### config.mk
export PLATFORM = sky130hd
export DESIGN_NAME = stepper_pulse_gen
export DESIGN_NICKNAME = d
export VERILOG_FILES = /design/src/rtl/stepper_pkg.sv /design/src/rtl/stepper_debounce.sv /design/src/rtl/stepper_pulse_gen.sv
export SDC_FILE = /design/constraint.sdc
export NUM_CORES = 1
export LEC_CHECK = 0
export CORE_MARGIN = 2
export CORE_UTILIZATION = 39
export CTS_CLUSTER_DIAMETER = 50
export DETAILED_ROUTE_END_ITERATION = 8
export PLACE_DENSITY = 0.67
export SYNTH_ARGS = -nofsm -noshare
export SYNTH_HDL_FRONTEND = slang
export SYNTH_SLANG_ARGS = --single-unit
### constraint.sdc
create_clock -name clk -period 4.6 [get_ports clk]
set_input_delay 0.92 -clock clk [delete_from_list [all_inputs] [get_ports clk]]
set_output_delay 0.92 -clock clk [all_outputs]
set_load 0.02 [all_outputs]
### src/rtl/stepper_pkg.sv
// Shared definitions for the stepper pulse generator: register map, bit indices, FSM states.
package stepper_pkg;

  localparam logic [1:0] AddrCtrl       = 2'd0;
  localparam logic [1:0] AddrHalfPeriod = 2'd1;
  localparam logic [1:0] AddrPosition   = 2'd2;
  localparam logic [1:0] AddrStatus     = 2'd3;

  localparam int unsigned CtrlEnable    = 0;
  localparam int unsigned CtrlHomeStart = 1;
  localparam int unsigned CtrlDirReq    = 2;

  localparam int unsigned StatHomed  = 0;
  localparam int unsigned StatBusy   = 1;
  localparam int unsigned StatSwitch = 2;
  localparam int unsigned StatFault  = 3;

  typedef enum logic [1:0] {StIdle, StRun, StSeek, StLatch} state_e;

  // Nonzero half periods below the minimum are raised to it; zero means "no stepping".
  function automatic logic [23:0] clamp_half_period(input logic [23:0] value,
                                                    input logic [23:0] min_value);
    return (value != '0 && value < min_value) ? min_value : value;
  endfunction

endpackage

### src/rtl/stepper_debounce.sv
// Home switch conditioning: two-flop synchronizer followed by a stability counter.
module stepper_debounce #(
  parameter int unsigned DEBOUNCE_CYCLES = 50000
) (
  input  logic clk,
  input  logic reset_n,
  input  logic switch_raw,
  output logic switch_db
);

  localparam int unsigned CntW = $clog2(DEBOUNCE_CYCLES + 1);

  logic [1:0]      sync_q;
  logic [CntW-1:0] cnt_q, cnt_d;
  logic            db_q, db_d;

  always_comb begin
    cnt_d = cnt_q;
    db_d  = db_q;
    if (sync_q[1] == db_q) begin
      cnt_d = '0;
    end else if (cnt_q == CntW'(DEBOUNCE_CYCLES - 1)) begin
      db_d  = sync_q[1];
      cnt_d = '0;
    end else begin
      cnt_d = cnt_q + CntW'(1);
    end
  end

  always_ff @(posedge clk or negedge reset_n) begin
    if (!reset_n) begin
      sync_q <= '0;
      cnt_q  <= '0;
      db_q   <= 1'b0;
    end else begin
      sync_q <= {sync_q[0], switch_raw};
      cnt_q  <= cnt_d;
      db_q   <= db_d;
    end
  end

  assign switch_db = db_q;

endmodule

### src/rtl/stepper_pulse_gen.sv
// Avalon-MM step/dir pulse generator with signed position count, homing and negative limit stop.
module stepper_pulse_gen
  import stepper_pkg::*;
#(
  parameter int unsigned DEBOUNCE_CYCLES  = 50000,
  parameter int unsigned HOME_HALF_PERIOD = 5000,
  parameter int unsigned MIN_HALF_PERIOD  = 25
) (
  input  logic        clk,
  input  logic        reset_n,
  input  logic [1:0]  avs_address,
  input  logic        avs_write,
  input  logic [31:0] avs_writedata,
  input  logic        avs_read,
  output logic [31:0] avs_readdata,
  output logic        step_pin,
  output logic        dir_pin,
  input  logic        home_switch
);

  localparam logic [23:0] HomeHalf = 24'(HOME_HALF_PERIOD);
  localparam logic [23:0] MinHalf  = 24'(MIN_HALF_PERIOD);

  state_e      state_q, state_d;
  logic        step_q, step_d, dir_q, dir_d;
  logic [23:0] cnt_q, cnt_d;
  logic [31:0] pos_q, pos_d;
  logic        homed_q, homed_d, fault_q, fault_d;
  logic        enable_q, dir_req_q, db_prev_q;
  logic [23:0] hp_q;
  logic [31:0] readdata_q, rd_mux;

  logic        switch_db, wr_ctrl, wr_hp, wr_pos, home_start;
  logic        enable_eff, dir_req_eff, db_rise, stalled, stop;
  logic [23:0] hp_eff;
  logic [31:0] step_delta;

  stepper_debounce #(
    .DEBOUNCE_CYCLES(DEBOUNCE_CYCLES)
  ) u_debounce (
    .clk       (clk),
    .reset_n   (reset_n),
    .switch_raw(home_switch),
    .switch_db (switch_db)
  );

  assign wr_ctrl    = avs_write && (avs_address == AddrCtrl);
  assign wr_hp      = avs_write && (avs_address == AddrHalfPeriod);
  assign wr_pos     = avs_write && (avs_address == AddrPosition);
  assign home_start = wr_ctrl && avs_writedata[CtrlHomeStart];

  // Same-cycle view of CTRL/HALF_PERIOD so the enabling write itself starts the counter.
  assign enable_eff  = wr_ctrl ? avs_writedata[CtrlEnable] : enable_q;
  assign dir_req_eff = wr_ctrl ? avs_writedata[CtrlDirReq] : dir_req_q;
  assign hp_eff      = wr_hp ? clamp_half_period(avs_writedata[23:0], MinHalf) : hp_q;

  assign db_rise    = switch_db && !db_prev_q;
  assign stop       = !enable_q || (hp_q == '0);
  assign stalled    = !step_q && !dir_q && switch_db;
  assign step_delta = dir_q ? 32'd1 : 32'hFFFF_FFFF;

  always_comb begin
    state_d = state_q;
    step_d  = step_q;
    dir_d   = dir_q;
    cnt_d   = cnt_q;
    pos_d   = pos_q;
    homed_d = homed_q;
    fault_d = fault_q;
    unique case (state_q)
      StIdle: begin
        step_d = 1'b0;
        dir_d  = dir_req_eff;
        if (home_start) begin
          state_d = StSeek;
          dir_d   = 1'b0;
          cnt_d   = HomeHalf - 24'd1;
          homed_d = 1'b0;
        end else if (enable_eff && hp_eff != '0) begin
          state_d = StRun;
          cnt_d   = hp_eff - 24'd1;
        end
      end
      StRun: begin
        if (home_start) begin
          state_d = StSeek;
          cnt_d   = HomeHalf - 24'd1;
          homed_d = 1'b0;
        end else if (!step_q && stop) begin
          state_d = StIdle;
        end else if (stalled) begin
          // Held low at the limit: the motor is stopped, so direction may be reloaded and the
          // low phase restarts, giving a full half period of setup before the next rise.
          fault_d = 1'b1;
          dir_d   = dir_req_eff;
          cnt_d   = hp_q - 24'd1;
        end else if (cnt_q == '0) begin
          step_d = !step_q;
          cnt_d  = hp_q - 24'd1;
          if (!step_q) begin
            pos_d = pos_q + step_delta;
          end else begin
            dir_d = dir_req_eff;
            if (stop) state_d = StIdle;
          end
        end else begin
          cnt_d = cnt_q - 24'd1;
        end
      end
      StSeek: begin
        if (db_rise) begin
          state_d = StLatch;
        end else if (cnt_q == '0) begin
          step_d = !step_q;
          cnt_d  = HomeHalf - 24'd1;
          if (!step_q) pos_d = pos_q + step_delta;
          else         dir_d = 1'b0;
        end else begin
          cnt_d = cnt_q - 24'd1;
        end
      end
      StLatch: begin
        step_d  = 1'b0;
        pos_d   = '0;
        homed_d = 1'b1;
        state_d = StIdle;
      end
      default: state_d = StIdle;
    endcase
    if (wr_ctrl) fault_d = 1'b0;
    if (wr_pos)  pos_d   = avs_writedata;
  end

  always_comb begin
    rd_mux = '0;
    unique case (avs_address)
      AddrCtrl: begin
        rd_mux[CtrlEnable] = enable_q;
        rd_mux[CtrlDirReq] = dir_req_q;
      end
      AddrHalfPeriod: rd_mux[23:0] = hp_q;
      AddrPosition:   rd_mux = pos_q;
      AddrStatus: begin
        rd_mux[StatHomed]  = homed_q;
        rd_mux[StatBusy]   = (state_q == StSeek) || (state_q == StLatch);
        rd_mux[StatSwitch] = switch_db;
        rd_mux[StatFault]  = fault_q;
      end
      default: rd_mux = '0;
    endcase
  end

  always_ff @(posedge clk or negedge reset_n) begin
    if (!reset_n) begin
      state_q    <= StIdle;
      step_q     <= 1'b0;
      dir_q      <= 1'b1;
      cnt_q      <= '0;
      pos_q      <= '0;
      homed_q    <= 1'b0;
      fault_q    <= 1'b0;
      enable_q   <= 1'b0;
      dir_req_q  <= 1'b1;
      hp_q       <= '0;
      db_prev_q  <= 1'b0;
      readdata_q <= '0;
    end else begin
      state_q   <= state_d;
      step_q    <= step_d;
      dir_q     <= dir_d;
      cnt_q     <= cnt_d;
      pos_q     <= pos_d;
      homed_q   <= homed_d;
      fault_q   <= fault_d;
      db_prev_q <= switch_db;
      if (wr_ctrl) begin
        enable_q  <= avs_writedata[CtrlEnable];
        dir_req_q <= avs_writedata[CtrlDirReq];
      end
      if (wr_hp)    hp_q       <= hp_eff;
      if (avs_read) readdata_q <= rd_mux;
    end
  end

  assign avs_readdata = readdata_q;
  assign step_pin     = step_q;
  assign dir_pin      = dir_q;

endmodule

==> results of run 1 <==
[report_power, final]
group | internal [mW] | switching (mW) | leakage (nW)
Sequential | 1.60 | 0.422 | 1.75
Combinational | 1.82 | 2.51 | 2.67
Clock | 0.826 | 0.559 | 0.277
[worst reg2reg max path, delay by kind of cell (launching register included)]
family          cells  cell delay [ns]
flops               1             0.70
buf+inv             2             0.59
simple gates        1             0.16
fa+ha+maj           1             0.42
xor+xnor            1             0.22
mux                 1             0.21
compound gates      6             1.45
[sequential cells by signal, indices dropped and copies added, names as in the netlist]
signal	flops
avs_readdata	32
cnt_q	24
db_prev_q	1
dir_pin	1
dir_req_q	1
enable_q	1
fault_q	1
homed_q	1
hp_q	24
pos_q	32
state_q	2
step_pin	1
u_debounce.cnt_q	16
u_debounce.switch_db	1
u_debounce.sync_q	2
[logic make-up after synthesis]
family / synth area share (%)
fa+ha+maj: 5.82
compound gates: 21.5
xor+xnor: 8.40
mux: 2.78
buf+inv: 5.46
flops: 35.8
simple gates: 20.3
[final cells by class]
cell class,count,area share (%)
Multi-Input combinational cell,908,50.2
Sequential cell,140,30.4
Timing Repair Buffer,108,8.70
Clock buffer,22,4.02
Tap cell,330,3.58
Inverter,67,2.18
Clock inverter,10,0.997
[layout by cell type, fill, tap and decap left out, types with 44 or more instances in the layout]
master,instances
o21ai_0,47
nor3_1,54
nand2_1,114
ha_1,44
xnor2_1,57
clkdlybuf4s50_1,71
a21oi_1,94
dfrtp_1,138
inv_1,67
nor2_1,119
[path summary, 6_finish.rpt]
kind / from / endpoint / depth (start not counted)
setup / recovery: avs_writedata[7] / cnt_q[7] / 13
hold / removal: u_debounce.sync_q[0] / u_debounce.sync_q[1] / 0
setup reg to reg: dir_pin / pos_q[31] / 12
hold reg to reg: u_debounce.sync_q[0] / u_debounce.sync_q[1] / 0
max in group asynchronous: reset_n / cnt_q[5] / 2
min in group asynchronous: reset_n / pos_q[27] / 1
[routing by layer]
layer / vias to the layer above / global-route usage, %
li1: 4385 / -
met1: 4363 / 30.5
met2: 330 / 36.2
met3: 53 / 4.46
met4: 0 / 8.09
met5: - / 0
==> impl_metrics.json, run 1 <==
{
  "status": "finished clean",
  "critPathMaxFanout": 47,
  "async_flop_share_pct": 100,
  "synth_cell_types": 76,
  "start_util_pct": 39.3,
  "crit_top_cell": "nor4_2",
  "io_buffer_count": 72,
  "grt_pass1_wl_mm": 47.2,
  "final_util_pct": 46.2,
  "fin_skew_ns": 0.0105,
  "cts_htree_levels": 4,
  "finalCriticalPeriod_ns": 4.24,
  "post-synth-top-area-fraction_pct": 35.2,
  "dp.cells": 1553,
  "drv_slew": 0,
  "clkTransAtPathRegs_ns": 0.06,
  "finalWorstSetupSlack_ns": 0.356,
  "critPathLaunchType": "input pin",
  "ys_ff_latch": 140,
  "hold_buffers": 0,
  "post_route_cells_drive_above_1_share_pct": 7.57,
  "worst_setup_path_end_kind": "register",
  "fmax_mhz": 236,
  "post_cts_buffers": 0,
  "stdcell_count": 1585,
  "drv_cap": 0,
  "drt_wl_total_mm": 28.9,
  "syn_area_sq_um": 9810,
  "hp-class": "register to register",
  "antenna_found_initial": 0,
  "die_h_um": 163,
  "cts_tree": "built",
  "synth_most_common_cell": "dfrtp_1",
  "synthTopCellsByArea": "dfrtp_1 (35%), ha_1 (5.6%), xnor2_1 (5.1%), a21oi_1 (4.8%), nor2_1 (4.6%)",
  "top_layer": "met4",
  "dp_hpwl_mm": 21.3,
  "crit_buf_inv": 3,
  "required_ns": 4.92,
  "tightestPinTransition_ns": 0.888,
  "finalCritPeriodShare_pct": 92.3,
  "wl_met2_mm": 13.3,
  "cts_made_buffers": 17,
  "hold_ws_ns": 0.346,
  "r2r_slack_ns": 0.71,
  "syn_to_final_growth_pct": 17.7,
  "dp_slack_ns": -0.0953,
  "syn_avg_cell_area_sq_um": 8.31,
  "n_antenna_cell": 0,
  "gr-usage-all-layers_pct": 22.6,
  "crit_arrival_ns": 4.56,
  "timing.setup.tns_ns": 0,
  "synth-edff-count": 0,
  "grt_pass1_vias": 9008,
  "viasPerCell": 5.76,
  "p_leak_nw": 4.69,
  "rows": 58,
  "yosysTopAreaCell": "dfrtp_1",
  "ys_seq_area_share_pct": 35.8,
  "wl_met3_mm": 1.95,
  "first_iter_violations": 723,
  "cts_buffer_depth": 2,
  "nets": 1326,
  "syn-num-nets": 1264,
  "multi_input_area_sq_um": 5790,
  "vias": 9131,
  "num_io_pins": 73,
  "clk_latency_ns": 0.43,
  "drt_first_pass_iters": 7,
  "synthCells": 1180,
  "maxSlewHeadroom_pct": 40.6,
  "vdd_drop_max_v": 0.000261,
  "seq_area_sq_um": 3510,
  "met1Wirelength_mm": 12.9,
  "power.density_nw_per_um2": 670,
  "synth_warnings": 0,
  "overflow": 0,
  "total_power_mw": 7.73,
  "design_area_sq_um": 11500,
  "crit_family": "simple AND/OR/NAND/NOR gates",
  "core_area_sq_um": 25000,
  "drc_errors": 0,
  "nFillCells": 2424,
  "grt_max_degree": 90,
  "cpPeakStageDelay_ns": 0.55,
  "cts_root_buffer": "clkbuf_16",
  "die_w_um": 163,
  "ant_nets": 0,
  "slowest_stage": "nor4_2",
  "hold_violations": 0,
  "wl_per_cell_um": 18.2,
  "cts_resized": 0,
  "place_congestion": 0.945,
  "rsz0062_at_grt": "no",
  "synth_commonest_cells": "dfrtp_1 (138), nor2_1 (119), nand2_1 (115)",
  "synth-main-ff-cell": "dfrtp_1",
  "die_area_sq_um": 26400,
  "cts.sinks": 140,
  "setup_viol_count_final": 0,
  "post_dp_cell_area_sq_um": 11000,
  "crit_type": "input pin to register",
  "path_cells": "clkdlybuf4s50_1, nor4_2, nand4_1, nor3_1, o21ai_0, inv_1, ha_1, nand3_1, or4_1, o31ai_2, nor4_2, buf_12, mux2_4"
}
(Power assumes the default switching activity.)
==> run 2, diff against run 1 <==
- CELL_PAD_IN_SITES_DETAIL_PLACEMENT: unset -> 1
- CELL_PAD_IN_SITES_GLOBAL_PLACEMENT: unset -> 2
- CORE_ASPECT_RATIO: unset -> 1.2
- CORE_UTILIZATION: 39 -> 33
- PLACE_DENSITY: 0.67 -> 0.87
- clock period: 4.6 -> 3.7 ns (I/O delays scaled with it)
==> impl_metrics.json, run 2 (synthesis results as in run 1) <==
{
  "status": "finished clean",
  "finalCritPeriodShare_pct": 96.9,
  "clk_latency_ns": 0.44,
  "cp.depth": 16,
  "finalCriticalPeriod_ns": 3.58,
  "nets": 1407,
  "tightestPinTransition_ns": 0.830,
  "start_util_pct": 33.3,
  "crit_arrival_ns": 3.90,
  "vdd_drop_max_v": 0.000299,
  "power.density_nw_per_um2": 837,
  "clkTransAtPathRegs_ns": 0.06,
  "drv_cap": 0,
  "die_h_um": 193,
  "slowest_stage": "or4_4",
  "dp_hpwl_mm": 26.4,
  "die_w_um": 161,
  "num_io_pins": 73,
  "fin_skew_ns": 0.0168,
  "cpPeakStageDelay_ns": 0.55,
  "crit_buf_inv": 5,
  "drt_wl_total_mm": 35.0,
  "core_area_sq_um": 29400,
  "reg2reg_depth": 13,
  "drv_slew": 0,
  "ant_nets": 0,
  "hp-class": "register to register",
  "cts.sinks": 140,
  "cts_made_buffers": 17,
  "nFillCells": 3457,
  "antenna_found_initial": 0,
  "path_cells": "clkdlybuf4s50_1, nor2_1, buf_4, nand4_1, nor3_4, o21ai_2, inv_1, ha_2, nand3_1, or4_4, o31ai_4, nor4_4, clkbuf_16, buf_4, nor2_1, a21oi_1",
  "cts_tree": "built",
  "r2r-start": "dir_pin",
  "setup_viol_count_final": 0,
  "drt_first_pass_iters": 5,
  "critPathLaunchType": "input pin",
  "crit_family": "simple AND/OR/NAND/NOR gates",
  "post_route_cells_drive_above_1_share_pct": 14.5,
  "gr-usage-all-layers_pct": 22.7,
  "crit_type": "input pin to register",
  "whs_path_depth": 0,
  "final_common_cell": "dfrtp_1",
  "grt_pass1_wl_mm": 54.9,
  "first_iter_violations": 528,
  "hold_path.startpoint": "u_debounce.sync_q[0]",
  "rows": 69,
  "n_antenna_cell": 0,
  "cts_buffer_depth": 2,
  "hold_buffers": 0,
  "drc_errors": 0,
  "wl_per_cell_um": 20.3,
  "worst_setup_path_end_kind": "register",
  "vias": 9716,
  "overflow": 0,
  "maxSlewHeadroom_pct": 44.7,
  "die_area_sq_um": 31100,
  "critPathMaxFanout": 5,
  "io_buffer_count": 72,
  "timing.setup.tns_ns": 0,
  "required_ns": 4.01,
  "syn_to_final_growth_pct": 27.1,
  "grt_pass1_vias": 10100,
  "final_util_pct": 42.3,
  "place_congestion": 0.879,
  "p_leak_nw": 5.29,
  "fmax_mhz": 279,
  "critPathLaunch": "avs_writedata[22]",
  "grt_max_degree": 83,
  "final_cell_mix": "dfrtp_1 (138), nor2_1 (117), nand2_1 (113)",
  "hold_violations": 0,
  "cts_htree_levels": 4,
  "viasPerCell": 5.63,
  "cts_root_buffer": "clkbuf_16"
}
[run 2: worst reg2reg max path: stages, from the launching register on]
cell      delay [ns]
dfstp_2         0.53
inv_1           0.10
buf_4           0.21
ha_1            0.46
nand4_1         0.14
o22ai_1         0.20
a211oi_1        0.08
buf_4           0.16
o31ai_1         0.32
a41oi_1         0.26
a211oi_2        0.35
mux2i_1         0.25
o21ai_0         0.13
a21oi_1         0.16
[run 2: where the power goes]
part | total, mW | leakage, nW | switching [mW] | internal, mW
combinational | 6.13 | 3.24 | 3.51 | 2.62
clock | 1.78 | 0.296 | 0.791 | 0.986
sequential | 2.53 | 1.75 | 0.545 | 1.99
total | 10.4 | 5.29 | 4.85 | 5.59
[run 2: area by class of cell]
cell class / count / area, sq um / area share, %
clock inverter: 14 / 165 / 1.32
clock buffer: 18 / 439 / 3.52
tap: 390 / 488 / 3.91
sequential: 140 / 3510 / 28.1
multi-input combinational: 908 / 5900 / 47.3
inverter: 67 / 251 / 2.02
timing repair buffer: 189 / 1720 / 13.8
[run 2: repair_timing]
action / CTS / global route
setup buffers: 0 / 5
pin swaps: 0 / 13
resized for setup: 8 / 36
cloned: 0 / 4
endpoints found under the setup margin: 26 / 28
[run 2: final timing paths]
check / to / slack [ns]
worst max-delay path: cnt_q[14] / 0.12
worst min-delay path: u_debounce.sync_q[1] / 0.35
worst max register to register: pos_q[28] / 0.29
worst min register to register: u_debounce.sync_q[1] / 0.35
max in group asynchronous: dir_pin / 2.46
min in group asynchronous: u_debounce.sync_q[0] / 0.39
[run 2: through the flow]
step                      instance area [sq um]  worst slack [ns]  instances  power [mW]  hold slack [ns]
after CTS                                 12300           0.00968       1717        10.2            0.355
final                                     12500             0.115       1726        10.4            0.351
after global routing                      12500           -0.0520       1726        11.3            0.364
after floorplan                            9810            0.0455       1180        6.51            0.331
after global placement                    11600            -0.793       1685        8.22            0.338
after detailed placement                  11600            -0.814       1685        8.41            0.341
[run 2: per-layer routing]
layer  up-vias  routed length [um]  GRT usage, %
met5         -                   0             0
met4         0                1170          9.03
met3        64                 971          2.36
met2       207               17900          40.5
met1      4898               15000          27.9
li1       4547                   -             -
==> run 3, diff against run 2 <==
- CORE_UTILIZATION: 33 -> 39
- PLACE_DENSITY: 0.87 -> 0.95
- clock period: 3.7 -> 4.29 ns (I/O delays scaled with it)
==> impl_metrics.json, run 3 (synthesis results as in run 1) <==
{
  "wl_per_cell_um": 20.6,
  "reg2reg_depth": 11,
  "die_area_sq_um": 26400,
  "die_w_um": 149,
  "setup_viol_count_final": 0,
  "r2r_end": "pos_q[31]",
  "viasPerCell": 5.88,
  "cts_made_buffers": 17,
  "start_util_pct": 39.6,
  "whs_path_depth": 0,
  "finalCriticalPeriod_ns": 4.02,
  "dp.cells": 1578,
  "place_congestion": 0.914,
  "rsz0062_at_grt": "no",
  "dp_hpwl_mm": 25.1,
  "tightestPinTransition_ns": 0.925,
  "antenna_found_initial": 0,
  "fin_skew_ns": 0.0109,
  "post_dp_cell_area_sq_um": 11200,
  "grt_max_degree": 92,
  "fmax_mhz": 249,
  "maxSlewHeadroom_pct": 38.3,
  "finalCritPeriodShare_pct": 93.6,
  "worst_setup_path_end_kind": "register",
  "gr-usage-all-layers_pct": 25.5,
  "final_cell_mix": "dfrtp_1 (138), nor2_1 (119), nand2_1 (114)",
  "die_h_um": 178,
  "hold_violations": 0,
  "stdcell_count": 1610,
  "drt_wl_total_mm": 33.2,
  "final_common_cell": "dfrtp_1",
  "power.density_nw_per_um2": 732,
  "cts_buffer_depth": 2,
  "r2r_slack_ns": 0.46,
  "num_io_pins": 73,
  "drv_cap": 0,
  "ant_nets": 0,
  "status": "finished clean",
  "io_buffer_count": 72,
  "cts.sinks": 140,
  "drv_slew": 0,
  "grt_pass1_vias": 9777,
  "rows": 63,
  "final_util_pct": 47.7,
  "r2r-start": "dir_pin",
  "crit_type": "input pin to register",
  "drc_errors": 0,
  "cts_root_buffer": "clkbuf_16",
  "n_antenna_cell": 0,
  "post_route_cells_drive_above_1_share_pct": 9.96,
  "design_area_sq_um": 11800,
  "hold_ws_ns": 0.351,
  "clk_latency_ns": 0.44,
  "hold-path-endpoint": "u_debounce.sync_q[1]",
  "p_leak_nw": 4.87,
  "hold_path.startpoint": "u_debounce.sync_q[0]",
  "drt_first_pass_iters": 6,
  "overflow": 0,
  "syn_to_final_growth_pct": 20.5,
  "nFillCells": 2983,
  "clkTransAtPathRegs_ns": 0.06,
  "hp-class": "register to register",
  "cts_tree": "built",
  "critPathLaunchType": "input pin",
  "vdd_drop_max_v": 0.000315,
  "vias": 9459,
  "cts_htree_levels": 4,
  "total_power_mw": 8.65,
  "grt_pass1_wl_mm": 52.4,
  "nets": 1356,
  "required_ns": 4.60,
  "core_area_sq_um": 24800,
  "critPathMaxFanout": 24,
  "first_iter_violations": 641,
  "crit_arrival_ns": 4.32
}
==> run 3: cell types whose count changed in the layout (fill, tap and decap cells not counted), moves of 3 or more <==
cell / delta
buf_4: -47
clkdlybuf4s50_1: +14
dlymetal6s2s_1: -14
inv_8: -5
o21ai_0: +4
buf_6: -3
nor3_1: +3
==> run 3: per-stage QoR <==
stage / setup TNS, ns / setup WS (ns)
floorplan: 0 / 0.362
global placement: -1.48 / -0.106
detailed placement: -3.34 / -0.176
CTS: 0 / 0.253
global route: 0 / 0.0688
finish: 0 / 0.274
==> run 3: layout make-up <==
class | instances | area [sq um] | share of cell area, %
multi-input combinational | 908 | 5790 | 49.0
sequential | 140 | 3510 | 29.7
timing repair buffer | 138 | 1270 | 10.7
clock buffer | 20 | 467 | 3.95
tap | 325 | 407 | 3.44
inverter | 67 | 251 | 2.13
clock inverter | 12 | 126 | 1.07
==> run 3: timing repair <==
action                                  in CTS  in global routing
buffers inserted                             0                  0
hold buffers                                 0                  0
gates resized for setup                      0                  1
endpoints found under the setup margin       0                 20
hold endpoints to repair                     0                  0
==> run 3: metal layers <==
metal,share of wire [%],vias up,track usage (%),routed length (um)
met4,3.2,0,10.6,1070
li1,-,4436,-,-
met5,0,-,0,0
met2,51,244,45.3,16800
met1,42,4717,30.9,13900
met3,4.2,62,3.44,1400
==> run 3: power breakdown <==
| group | total (mW) | internal, mW | switching [mW] | leakage [nW] |
|---|---|---|---|---|
| clock network | 1.51 | 0.861 | 0.645 | 0.287 |
| logic | 4.96 | 2.08 | 2.88 | 2.83 |
| registers | 2.19 | 1.71 | 0.476 | 1.75 |
==> run 3: how the worst max path moves through the flow <==
stage	from	end	cells past startpoint
2_1_floorplan	avs_address[1]	cnt_q[9]	17
3_3_place_gp	avs_writedata[6]	cnt_q[7]	13
3_5_place_dp	avs_writedata[6]	cnt_q[8]	13
4_1_cts	avs_writedata[6]	cnt_q[16]	15
5_1_grt	avs_address[1]	cnt_q[4]	14
6_report	avs_address[1]	cnt_q[16]	14
==> run 3: critical path: stages <==
cell,delay [ns]
clkdlybuf4s50_1,0.42
inv_1,0.09
ha_1,0.34
buf_4,0.21
nand4bb_1,0.15
a221oi_2,0.29
or4b_1,0.50
or4_1,0.56
o31ai_2,0.30
nor4_2,0.11
buf_12,0.18
buf_12,0.15
nor2_1,0.09
a21oi_1,0.06
